==> src/rtl/partition_op_scheduler.sv <==
// Two-requester command scheduler for the partition core: round-robin grant,
// single-shot issue, bounded wait for completion, and a held response slot.
module partition_op_scheduler #(
  parameter int REGION_WIDTH   = 64,
  parameter int TIMEOUT_CYCLES = 255
) (
  input  logic                      clk,
  input  logic                      rst_n,
  input  logic [1:0]                req_valid,
  output logic [1:0]                req_ready,
  input  logic [15:0]               req_op,
  input  logic [2*REGION_WIDTH-1:0] req_arg0,
  input  logic [15:0]               req_arg1,
  input  logic [15:0]               req_arg2,
  output logic [7:0]                core_op,
  output logic                      core_op_valid,
  output logic [REGION_WIDTH-1:0]   core_pnew_region,
  output logic [7:0]                core_psplit_module_id,
  output logic [REGION_WIDTH-1:0]   core_psplit_mask,
  output logic [7:0]                core_pmerge_m1,
  output logic [7:0]                core_pmerge_m2,
  input  logic                      core_op_done,
  input  logic [7:0]                core_result_module_id,
  output logic                      rsp_valid,
  input  logic                      rsp_ready,
  output logic                      rsp_id,
  output logic [7:0]                rsp_module_id,
  output logic [1:0]                rsp_status,
  output logic                      busy,
  output logic [15:0]               ops_done_count
);

  localparam int NREQ = 2;
  localparam logic [7:0] OP_PNEW   = 8'h00;
  localparam logic [7:0] OP_PSPLIT = 8'h01;
  localparam logic [7:0] OP_PMERGE = 8'h02;
  localparam logic [1:0] ST_OK      = 2'd0;
  localparam logic [1:0] ST_TIMEOUT = 2'd1;
  localparam logic [1:0] ST_ILLEGAL = 2'd2;
  localparam logic [7:0] TO_LAST    = 8'(TIMEOUT_CYCLES - 1);

  typedef enum logic [1:0] {IDLE, ISSUE, WAIT, RESP} state_t;

  typedef struct packed {
    logic [7:0]              op;
    logic [REGION_WIDTH-1:0] arg0;
    logic [7:0]              arg1;
    logic [7:0]              arg2;
  } cmd_t;

  function automatic logic is_legal(input logic [7:0] op);
    return (op == OP_PNEW) || (op == OP_PSPLIT) || (op == OP_PMERGE);
  endfunction

  state_t              state, state_d;
  cmd_t [NREQ-1:0]     req_cmd;
  cmd_t                cmd_q;
  logic                rr;
  logic [7:0]          wait_cnt;
  logic                rsp_id_q;
  logic [7:0]          rsp_mod_q;
  logic [1:0]          rsp_status_q;
  logic                grant;
  logic                gnt_idx;

  // Every command field is sliced per requester, 8-bit fields at [8i+7:8i].
  for (genvar i = 0; i < NREQ; i++) begin : g_req
    assign req_cmd[i].op   = req_op[8*i +: 8];
    assign req_cmd[i].arg0 = req_arg0[REGION_WIDTH*i +: REGION_WIDTH];
    assign req_cmd[i].arg1 = req_arg1[8*i +: 8];
    assign req_cmd[i].arg2 = req_arg2[8*i +: 8];
  end

  assign gnt_idx = req_valid[rr] ? rr : ~rr;

  always_comb begin
    state_d   = state;
    req_ready = '0;
    grant     = 1'b0;
    case (state)
      IDLE: begin
        // rst_n gate keeps req_ready low while reset is held
        if ((|req_valid) && rst_n) begin
          grant              = 1'b1;
          req_ready[gnt_idx] = 1'b1;
          state_d            = is_legal(req_cmd[gnt_idx].op) ? ISSUE : RESP;
        end
      end
      ISSUE: state_d = WAIT;
      WAIT: begin
        if (core_op_done || (wait_cnt == TO_LAST)) state_d = RESP;
      end
      RESP: begin
        if (rsp_ready) state_d = IDLE;
      end
      default: state_d = IDLE;
    endcase
  end

  always_ff @(posedge clk or negedge rst_n) begin
    if (!rst_n) begin
      state          <= IDLE;
      rr             <= 1'b0;
      wait_cnt       <= '0;
      cmd_q          <= '0;
      rsp_id_q       <= 1'b0;
      rsp_mod_q      <= '0;
      rsp_status_q   <= '0;
      ops_done_count <= '0;
    end else begin
      state <= state_d;
      case (state)
        IDLE: begin
          if (grant) begin
            cmd_q    <= req_cmd[gnt_idx];
            rr       <= ~gnt_idx;
            rsp_id_q <= gnt_idx;
            if (!is_legal(req_cmd[gnt_idx].op)) begin
              rsp_status_q <= ST_ILLEGAL;
              rsp_mod_q    <= 8'hFF;
            end
          end
        end
        ISSUE: wait_cnt <= '0;
        WAIT: begin
          // completion wins over a timeout landing in the same cycle
          if (core_op_done) begin
            rsp_status_q <= ST_OK;
            rsp_mod_q    <= core_result_module_id;
          end else if (wait_cnt == TO_LAST) begin
            rsp_status_q <= ST_TIMEOUT;
            rsp_mod_q    <= 8'hFF;
          end else begin
            wait_cnt <= wait_cnt + 8'd1;
          end
        end
        RESP: begin
          if (rsp_ready) begin
            cmd_q <= '0;
            if ((rsp_status_q == ST_OK) && (ops_done_count != 16'hFFFF))
              ops_done_count <= ops_done_count + 16'd1;
          end
        end
        default: ;
      endcase
    end
  end

  logic core_active;
  assign core_active = (state == ISSUE) || (state == WAIT);

  assign core_op_valid         = (state == ISSUE);
  assign core_op               = core_active ? cmd_q.op : 8'h00;
  assign core_pnew_region      = (core_active && cmd_q.op == OP_PNEW)   ? cmd_q.arg0 : '0;
  assign core_psplit_mask      = (core_active && cmd_q.op == OP_PSPLIT) ? cmd_q.arg0 : '0;
  assign core_psplit_module_id = (core_active && cmd_q.op == OP_PSPLIT) ? cmd_q.arg1 : 8'h00;
  assign core_pmerge_m1        = (core_active && cmd_q.op == OP_PMERGE) ? cmd_q.arg1 : 8'h00;
  assign core_pmerge_m2        = (core_active && cmd_q.op == OP_PMERGE) ? cmd_q.arg2 : 8'h00;

  assign rsp_valid     = (state == RESP);
  assign rsp_id        = rsp_valid ? rsp_id_q     : 1'b0;
  assign rsp_module_id = rsp_valid ? rsp_mod_q    : 8'h00;
  assign rsp_status    = rsp_valid ? rsp_status_q : 2'd0;
  assign busy          = (state != IDLE);

endmodule

==> config.mk <==
export PLATFORM = sky130hd
export DESIGN_NAME = partition_op_scheduler
export DESIGN_NICKNAME = d
export VERILOG_FILES = /design/src/rtl/partition_op_scheduler.sv
export SDC_FILE = /design/constraint.sdc
export NUM_CORES = 1
export LEC_CHECK = 0
export CAP_MARGIN = 20
export CORE_MARGIN = 8
export CORE_UTILIZATION = 36
export DETAILED_ROUTE_END_ITERATION = 6
export PLACE_DENSITY = 0.76
export SYNTH_ARGS = -nofsm -noshare
export SYNTH_HDL_FRONTEND = slang
export SYNTH_SLANG_ARGS = --single-unit
export TNS_END_PERCENT = 50
==> constraint.sdc <==
create_clock -name clk -period 2.23 [get_ports clk]
set_clock_uncertainty 0.1 [all_clocks]
set_input_delay 0.223 -clock clk [delete_from_list [all_inputs] [get_ports clk]]
set_output_delay 0.223 -clock clk [all_outputs]
set_load 0.01 [all_outputs]
==> results.py <==
metrics = {
    "synth": {
        "synth_top_area_cell": "dfrtp_1",
        "synthCells": 780,
        "synth_flop_cell": "dfrtp_1",
        "ys_warn_count": 0,
        "synth_area_per_cell_um2": 9.16,
        "yosysTopAreaCellShare_pct": 44.1,
        "synthArstFlopShare_pct": 100,
        "synth_area_leaders": "dfrtp_1 (44%), and2_1 (15%), mux2i_1 (14%)",
        "syn_nets": 977,
        "ys_types": 48,
        "synth_seq_cells": 126,
        "syn_area_um2": 7150,
        "synth_edf_count": 0,
        "synth_seq_area_share_pct": 44.1,
    },
    "routing": {
        "ant_nets": 0,
        "drtIter0Drc": 333,
        "finalWirelength_mm": 30.9,
        "via_count": 7344,
        "viasPerCell": 4.95,
        "drc": 0,
        "firstDrtPassIters": 4,
        "routedWlPerCell_um": 20.8,
    },
    "power": {
        "comb_power_share_pct": 54.4,
        "p_switching_mw": 5.32,
        "ir_worst_vdd_v": 0.000810,
        "leakage_nw": 6.44,
        "p_seq_share_pct": 25.5,
        "p_int_mw": 8.83,
        "finalPower_mw": 14.1,
        "power_frac_clock_pct": 20.1,
        "netSwitchingFraction_pct": 37.6,
        "powerDensity_nw_per_um2": 1110,
    },
    "floorplanning": {
        "ios": 382,
        "dieArea_um2": 24600,
        "fp.dieH_um": 157,
        "fp.dieW_um": 157,
        "core_um2": 19500,
        "initial_core_util_pct": 36.7,
        "fp-row-count": 51,
    },
    "setup_path": {
        "crit_type": "register to primary output",
        "rr_startpoint": "state[1]",
        "reg2reg_depth": 7,
        "worstPathArrival_ns": 2.43,
        "startpoint_type": "register",
        "regToRegEndpoint": "rsp_status_q[0]",
        "crit_start": "state[1]",
        "worstPathRequired_ns": 1.91,
        "crit_path_end_kind": "primary output",
        "reg2reg_slack_ns": 0.09,
        "critPathMaxFanout": 6,
        "crit_path_end": "core_psplit_mask[12]",
    },
    "worst_hold_path": {
        "hp-class": "input port to register",
        "whs_path_depth": 5,
    },
    "sta": {
        "tns_ns": -55.94,
        "report.final.slew_viol_count": 0,
        "rsz0062_at_grt": "yes",
        "worst_slew_margin_rel_pct": 52.4,
        "whs_ns": 0.243,
        "finalWorstSetupSlack_ns": -0.518,
        "period_share_pct": 123,
        "fmax_mhz": 364,
        "min_period_ns": 2.75,
        "tightest_slew_ns": 0.715,
        "setup_viol": 152,
        "hold_viol": 0,
    },
    "final_layout": {
        "fin_util_pct": 65.5,
        "layout.nets": 1403,
        "drive_gt1_share_pct": 27.7,
        "area_growth_pct": 78.2,
        "diodes": 0,
        "final_area_um2": 12700,
    },
    "global_route": {
        "antenna_found_initial": 0,
        "grt_max_degree": 127,
        "grtUsageTotal_pct": 23.7,
        "gr-total-overflow": 0,
        "grt_pass1_wl_mm": 44.7,
        "grt_pass1_vias": 7633,
    },
    "outcome": {
        "status": "finished, violations left",
        "violations": "setup timing",
    },
    "clocking": {
        "numCtsBuffers": 17,
        "cts_tree": "built",
        "cts_root_buffer": "clkbuf_16",
        "clock_sinks": 126,
        "clock_latency_ns": 0.42,
        "clockBufferDepth": 2,
        "h-tree-depth": 4,
        "clk_pin_slew_ns": 0.06,
    },
    "placed_design": {
        "place_area_um2": 11600,
        "io_buffers": 381,
        "gp_congestion": 0.842,
        "dp_hpwl_mm": 21.5,
    },
    "job": {
        "cap_violations": 0,
    },
}
metal layers:
layer / vias up / GRT usage, % / wire length [um]
met5: - / 0 / 0
met4: 0 / 9.20 / 1080
met3: 57 / 7.05 / 2460
met2: 316 / 41.0 / 15500
met1: 3508 / 27.1 / 11900
li1: 3463 / - / -
worst max-delay path: stages, from the launching register on:
cell and delay, ns:
dfrtp_1 0.36, inv_2 0.07, ha_4 0.28, inv_4 0.04, nor4_4 0.13, nand2_2 0.14, nor3b_4 0.24, buf_12 0.16
buf_12 0.12, buf_12 0.11, buf_16 0.12, and2_4 0.15, buf_6 0.10
power by group through the flow:
stage / Clock, mW / Combinational (mW) / Sequential [mW]
floorplan: 0 / 3.00 / 3.41
CTS: 2.89 / 6.82 / 3.57
global placement: 0 / 5.76 / 3.56
finish: 2.85 / 7.69 / 3.61
global route: 2.99 / 8.26 / 3.71
detailed placement: 0 / 5.87 / 3.59
flip-flops by register name, indices dropped and copies added, names as in the netlist:
| name | cells |
|---|---|
| rsp_id_q | 1 |
| rr | 1 |
| ops_done_count | 16 |
| state | 2 |
| rsp_mod_q | 8 |
| wait_cnt | 8 |
| cmd_q | 88 |
| rsp_status_q | 2 |
cell usage in the layout (no fill, tap or decap), types with 3 or more instances in the layout:
| cell | instances |
|---|---|
| a21oi_1 | 5 |
| and2_1 | 114 |
| and2_4 | 58 |
| buf_12 | 22 |
| buf_16 | 5 |
| buf_2 | 72 |
| buf_4 | 45 |
| buf_6 | 75 |
| bufinv_16 | 3 |
| clkbuf_16 | 20 |
| clkdlybuf4s15_2 | 4 |
| clkdlybuf4s50_1 | 206 |
| clkinv_2 | 5 |
| dfrtp_1 | 126 |
| dlymetal6s2s_1 | 21 |
| ha_1 | 5 |
| inv_1 | 13 |
| mux2i_1 | 96 |
| nand2_1 | 107 |
| nand3_1 | 11 |
| nand4_1 | 7 |
| nor2_1 | 27 |
| nor3_1 | 5 |
| o21ai_0 | 93 |
| xnor2_1 | 11 |
| xor2_1 | 6 |
cells in the mapped netlist, types with 3 or more instances:
| library cell | count |
|---|---|
| o21ai_0 | 93 |
| mux2i_1 | 97 |
| nor3_1 | 5 |
| and2_1 | 172 |
| ha_1 | 7 |
| xnor2_1 | 11 |
| clkbuf_1 | 38 |
| a21oi_1 | 6 |
| nand2_1 | 108 |
| nor4_1 | 3 |
| nand4_1 | 7 |
| nand3_1 | 11 |
| nor2_1 | 27 |
| inv_1 | 15 |
| xor2_1 | 6 |
| buf_2 | 9 |
| dfrtp_1 | 126 |
repair_timing:
action,4_1_cts,5_1_grt
hold buffers,1,0
endpoints found under the setup margin,182,192
resized for setup,531,279
gates cloned,8,3
setup buffers,11,14
endpoints found under the hold margin,126,0
pin swaps,7,9
stage by stage:
step | cells | setup slack [ns]
2_1_floorplan | 780 | 0.00502
3_3_place_gp | 1420 | -0.479
3_5_place_dp | 1420 | -0.539
4_1_cts | 1472 | -0.549
5_1_grt | 1484 | -0.634
6_report | 1484 | -0.518
cell type report:
class	instances	area [um^2]
clock buffer	21	460
clock inverter	11	139
fill	1602	6720
inverter	16	62.6
multi-input combinational	589	4000
sequential	126	3150
tap	265	332
timing repair buffer	456	4600
worst min-delay path by stage:
stage | startpoint | endpoint | slack [ns]
floorplan | rst_n | cmd_q[0] | -0.17
global placement | rst_n | cmd_q[76] | 0.31
detailed placement | rst_n | cmd_q[76] | 0.31
CTS | rst_n | rsp_id_q | 0.23
global route | rst_n | rsp_id_q | 0.26
finish | rst_n | rsp_id_q | 0.24
cells by family after synthesis:
logic type | Yosys count | synth area share (%)
flip-flops | 126 | 44.1
buffers and inverters | 65 | 3.62
AO/OA/AOI/OAI | 116 | 8.82
adder cells (fa/ha/maj) | 7 | 1.23
multiplexers | 100 | 14.1
XOR/XNOR | 17 | 2.08
AND/OR/NAND/NOR | 349 | 26.0
(Power assumes the default switching activity.)
